[config.mk]
export PLATFORM = sky130hd
export DESIGN_NAME = hex_scan_display
export DESIGN_NICKNAME = d
export VERILOG_FILES = /design/src/rtl/hex_scan_display.sv
export SDC_FILE = /design/constraint.sdc
export NUM_CORES = 1
export LEC_CHECK = 0
export ABC_AREA = 1
export ABC_CLOCK_PERIOD_IN_PS = 2300
export CELL_PAD_IN_SITES_DETAIL_PLACEMENT = 1
export CELL_PAD_IN_SITES_GLOBAL_PLACEMENT = 1
export CORE_MARGIN = 3
export CORE_UTILIZATION = 40
export CTS_CLUSTER_DIAMETER = 150
export DETAILED_ROUTE_END_ITERATION = 10
export HOLD_SLACK_MARGIN = 0.05
export PLACE_DENSITY_LB_ADDON = 0.1
export SLEW_MARGIN = 15
export SYNTH_ARGS = -nofsm -noshare
export SYNTH_HDL_FRONTEND = slang
export SYNTH_SLANG_ARGS = --single-unit
export TNS_END_PERCENT = 50
[constraint.sdc]
create_clock -name clock -period 2.3 [get_ports clock]
set_input_delay 0.46 -clock clock [delete_from_list [all_inputs] [get_ports clock]]
set_output_delay 0.46 -clock clock [all_outputs]
set_load 0.005 [all_outputs]
[src/rtl/hex_scan_display.sv]
// Multi-digit hex seven-segment scanner: latches a DIGITS-nibble value and
// time-multiplexes it onto one segment bus with leading-zero blanking and blink.
module hex_scan_display #(
  parameter int DIGITS      = 4,
  parameter int PRESCALE    = 50000,
  parameter int BLINK_SCANS = 25,
  parameter int ACTIVE_LOW  = 1
) (
  input  logic                  clock,
  input  logic                  reset,
  input  logic [4*DIGITS-1:0]   value,
  input  logic                  load,
  input  logic                  blank_lz,
  input  logic                  blink_en,
  output logic [6:0]            seg,
  output logic [DIGITS-1:0]     digit_sel,
  output logic                  frame_tick
);

  localparam int IW = (DIGITS > 1) ? $clog2(DIGITS) : 1;
  localparam int CW = $clog2(PRESCALE);
  localparam int BW = (BLINK_SCANS > 1) ? $clog2(BLINK_SCANS) : 1;
  localparam logic AL = (ACTIVE_LOW != 0);
  localparam logic [6:0]        SEG_OFF = AL ? 7'h7F : 7'h00;
  localparam logic [DIGITS-1:0] SEL_OFF = AL ? {DIGITS{1'b1}} : {DIGITS{1'b0}};

  logic [4*DIGITS-1:0] shadow;
  logic [4*DIGITS-1:0] shadow_eff;
  logic [CW-1:0]       pcnt;
  logic [IW-1:0]       idx;
  logic [BW-1:0]       bcnt;
  logic                phase_vis;
  logic                wrap_pend;
  logic                slot_end;
  logic                scan_end;
  logic [3:0]          nib;
  logic                dark_lz;
  logic                allz;
  logic [6:0]          pat;
  logic [6:0]          seg_nxt;
  logic [DIGITS-1:0]   sel_act;
  logic [DIGITS-1:0]   sel_nxt;

  function automatic logic [6:0] hex7(input logic [3:0] n);
    case (n)
      4'h0: hex7 = 7'h3F;  4'h1: hex7 = 7'h06;  4'h2: hex7 = 7'h5B;  4'h3: hex7 = 7'h4F;
      4'h4: hex7 = 7'h66;  4'h5: hex7 = 7'h6D;  4'h6: hex7 = 7'h7D;  4'h7: hex7 = 7'h07;
      4'h8: hex7 = 7'h7F;  4'h9: hex7 = 7'h6F;  4'hA: hex7 = 7'h77;  4'hB: hex7 = 7'h7C;
      4'hC: hex7 = 7'h39;  4'hD: hex7 = 7'h5E;  4'hE: hex7 = 7'h79;  default: hex7 = 7'h71;
    endcase
  endfunction

  assign slot_end = (pcnt == CW'(PRESCALE - 1));
  assign scan_end = slot_end && (idx == IW'(DIGITS - 1));

  // A load is bypassed into the decode so it shows on the very next output cycle.
  always_comb begin
    shadow_eff = load ? value : shadow;
    nib        = 4'h0;
    dark_lz    = 1'b0;
    allz       = 1'b1;
    sel_act    = '0;
    for (int i = DIGITS - 1; i >= 0; i--) begin
      allz = allz && (shadow_eff[4*i +: 4] == 4'h0);
      sel_act[i] = (idx == IW'(i));
      if (idx == IW'(i)) begin
        nib     = shadow_eff[4*i +: 4];
        dark_lz = allz && (i != 0);
      end
    end
    pat = hex7(nib);
    if ((blank_lz && dark_lz) || (blink_en && !phase_vis)) pat = 7'h00;
    seg_nxt = AL ? ~pat : pat;
    sel_nxt = AL ? ~sel_act : sel_act;
  end

  always_ff @(posedge clock) begin
    if (reset) begin
      shadow     <= '0;
      pcnt       <= '0;
      idx        <= '0;
      bcnt       <= '0;
      phase_vis  <= 1'b1;
      wrap_pend  <= 1'b0;
      seg        <= SEG_OFF;
      digit_sel  <= SEL_OFF;
      frame_tick <= 1'b0;
    end else begin
      if (load) shadow <= value;
      pcnt <= slot_end ? '0 : pcnt + 1'b1;
      if (slot_end) idx <= scan_end ? '0 : idx + 1'b1;
      if (scan_end) begin
        if (bcnt == BW'(BLINK_SCANS - 1)) begin
          bcnt      <= '0;
          phase_vis <= ~phase_vis;
        end else begin
          bcnt <= bcnt + 1'b1;
        end
      end
      // Tick is delayed one cycle so it lines up with digit 0's first output cycle.
      wrap_pend  <= scan_end;
      seg        <= seg_nxt;
      digit_sel  <= sel_nxt;
      frame_tick <= wrap_pend;
    end
  end

endmodule

==> out/metrics.cfg <==
[run_status]
status=complete, no violations

[global_routing]
grt_overflow=0
grt_pass1_wl_mm=11.6
grt_use_total=0.186
antenna_found_initial=0
first_global_vias=2612
grt_max_degree=20

[synthesis]
synth_cell_type_count=32
synth-seq-cells=53
synth_warnings=0
yosys-top-cells-area=dfxtp_1 39%, nand2_1 15%, nand3_1 6.4%
netlist_instances=388
synthesis.area_sq_um=2730
syn_avg_cell_area_sq_um=7.02
seq_area_frac_synth=0.389
yosysTopAreaCell=dfxtp_1
yosysTopAreaCellShare=0.389
syn_nets=422

[pwr]
seqPwrFrac=0.510
swShare=0.241
power_leakage_nw=1.48
ir_worst_vdd_mv=0.307
comb_power_share=0.137
powerDensity_nw_per_um2=558
power_switching_w=0.000456
pwr-share-clk=0.353
intPower_w=0.00143

[floorplan]
die-height_microns=88.5
die_x_microns=88.5
dieArea_sq_um=7840
core_sq_um=6460
ios=33
initial_core_util=0.422
fp-row-count=29

[final_layout]
areaGrowthSynthToFinish_pct=24.2
nFillCells=846
final_cell_area_sq_um=3380
fin_util=0.524
n_antenna_cell=0
drive_gt1_frac=0.112
nets=472
multi_input_area_sq_um=1450
seqCellArea_sq_um=1060

[clocking]
postCtsHoldBufs=0
clk_path_buf_depth=2
cts_htree_levels=2
root_buffer=clkbuf_8
cts_tree=built
clk_latency_ps=300
cts_num_sinks=53
cts_made_buffers=5
clkTransAtPathRegs_ps=100

[sta]
slew_viol_final=0
rsz0062_at_grt=false
fin_worst_skew_ps=5.65
relSlewSlack=0.754
setup_slack_ps=246
tightestPinTransition_ps=365
finalCritPeriodShare=0.893
min_period_ps=2050
finalSetupViolations=0
max_freq_mhz=487
final_hold_viol_count=0

[drt]
totalWireLength_mm=6.98
drt-initial-drc-count=74
routedWlPerCell_microns=13.5
ant_nets=0
first_pass_iters=4
drc_errors=0
num_vias=2578
viasPerCell=5.00

[job]
cap_violations=0

[min_path]
hold_path_class=flop to flop

[place]
gp_congestion=0.814
place_area_sq_um=3200
portBuffers=32
pre_cts_slack_ps=-174
dp_hpwl_mm=5.25

[worst_setup_path]
cp.required_ps=2500
crit_family=simple AND/OR/NAND/NOR gates
cpPeakStageDelay_ps=380
start_kind=flop
critPathMostFrequentCell=nand2_1
worstPathMaxFanout=7
crit_type=flop to flop
cp.arrival_ps=2260
cp_num_buf_inv=2
crit_chain=inv_1 -> ha_2 -> nor2_4 -> nand2_1 -> nand2_1 -> nand2_1 -> nand2_1 -> nand2_2 -> buf_4 -> ha_1 -> nand3_1 -> nand2_1 -> nand2_1 -> nand3_1
crit_slowest_cell=dfxtp_1
critical_path.endpoint_type=flop

power groups by stage:
stage               clock, W  sequential (W)  combinational, W
detailed placement         0        0.000985          0.000251
finish              0.000667        0.000963          0.000259
global placement           0        0.000984          0.000245
CTS                 0.000684        0.000964          0.000253
floorplan                  0        0.000985          0.000134
global route        0.000726        0.000967          0.000291
placed cells by master, fill, tap and decap left out, drive strengths merged, types with 2 or more instances in the layout:
master,netlist,layout
nor2,43,43
nor4,2,2
dfxtp,53,53
nand2,122,122
nand4,6,6
or2,2,2
inv,45,45
o21ai,6,6
clkbuf,2,7
ha,13,13
nor3,9,9
clkdlybuf4s50,0,31
nand3,36,36
buf,4,16
a21oi,33,33
xor2,5,5
cell families (layout without fill, tap and decap cells):
family          Yosys count  after routing  share of synthesized area
xor+xnor                  6              6                     0.0193
simple gates            222            222                      0.358
compound gates           42             42                     0.0868
fa+ha+maj                13             13                     0.0597
buf+inv                  51            102                     0.0831
flops                    53             53                      0.389
mux                       1              1                    0.00367
metrics by stage:
stage	setup TNS (ps)	std cells	hold slack (ps)	total power [W]
floorplan	0	388	388	0.00112
global placement	-414	504	394	0.00123
detailed placement	-788	504	402	0.00124
CTS	0	512	416	0.00190
global route	0	516	451	0.00198
finish	0	516	411	0.00189
routing by layer:
layer | GRT usage | routed length, microns | vias up
met1 | 0.237 | 3400 | 1212
met3 | 0.0354 | 174 | 6
li1 | - | - | 1331
met4 | 0.0426 | 56 | 0
met5 | 0 | 0 | -
met2 | 0.326 | 3360 | 29
final timing paths:
| path | start | to | slack [ps] | cells after the start |
|---|---|---|---|---|
| worst max-delay path | idx[0] | seg[3] | 250 | 14 |
| worst min-delay path | wrap_pend | frame_tick | 410 | 2 |
| worst max register to register | idx[0] | seg[3] | 250 | 14 |
| worst min register to register | wrap_pend | frame_tick | 410 | 2 |
registers in the layout (all words and copies together) (netlist names):
register	count
frame_tick	1
seg	7
phase_vis	1
pcnt	16
digit_sel	4
bcnt	5
wrap_pend	1
shadow	16
idx	2
final cells by class:
type	instances	share of cell area
multi-input cells	284	0.429
clock inverters	2	0.0111
well taps	77	0.0285
flip-flops and latches	53	0.314
clock buffers	6	0.0244
repair buffers	49	0.142
inverters	45	0.0514
worst reg2reg max path, cell delays in order, from the launching register on:
cell	delay, ps
dfxtp_1	380
inv_1	110
ha_2	260
nor2_4	170
nand2_1	80
nand2_1	70
nand2_1	60
nand2_1	100
nand2_2	100
buf_4	150
ha_1	220
nand3_1	90
nand2_1	70
nand2_1	60
nand3_1	50
cell usage after synthesis (all sizes together):
library cell and count:
nand4 6, buf 4, o21ai 6, a211oi 1, nor3 9, nor2 43, xnor2 1, inv 45
a31oi 1, dfxtp 53, xor2 5, nor4 2, clkbuf 2, nor3b 1, nand2 122, nand3 36
a21oi 33, and3 1, ha 13, or2 2, o211ai 1, mux2i 1
what timing repair did:
action                                 CTS  global route
endpoints found under the hold margin    0             0
setup endpoints to repair                0             3
resized for setup                        0             5
buffers inserted                         0             3
(Power assumes the default switching activity.)
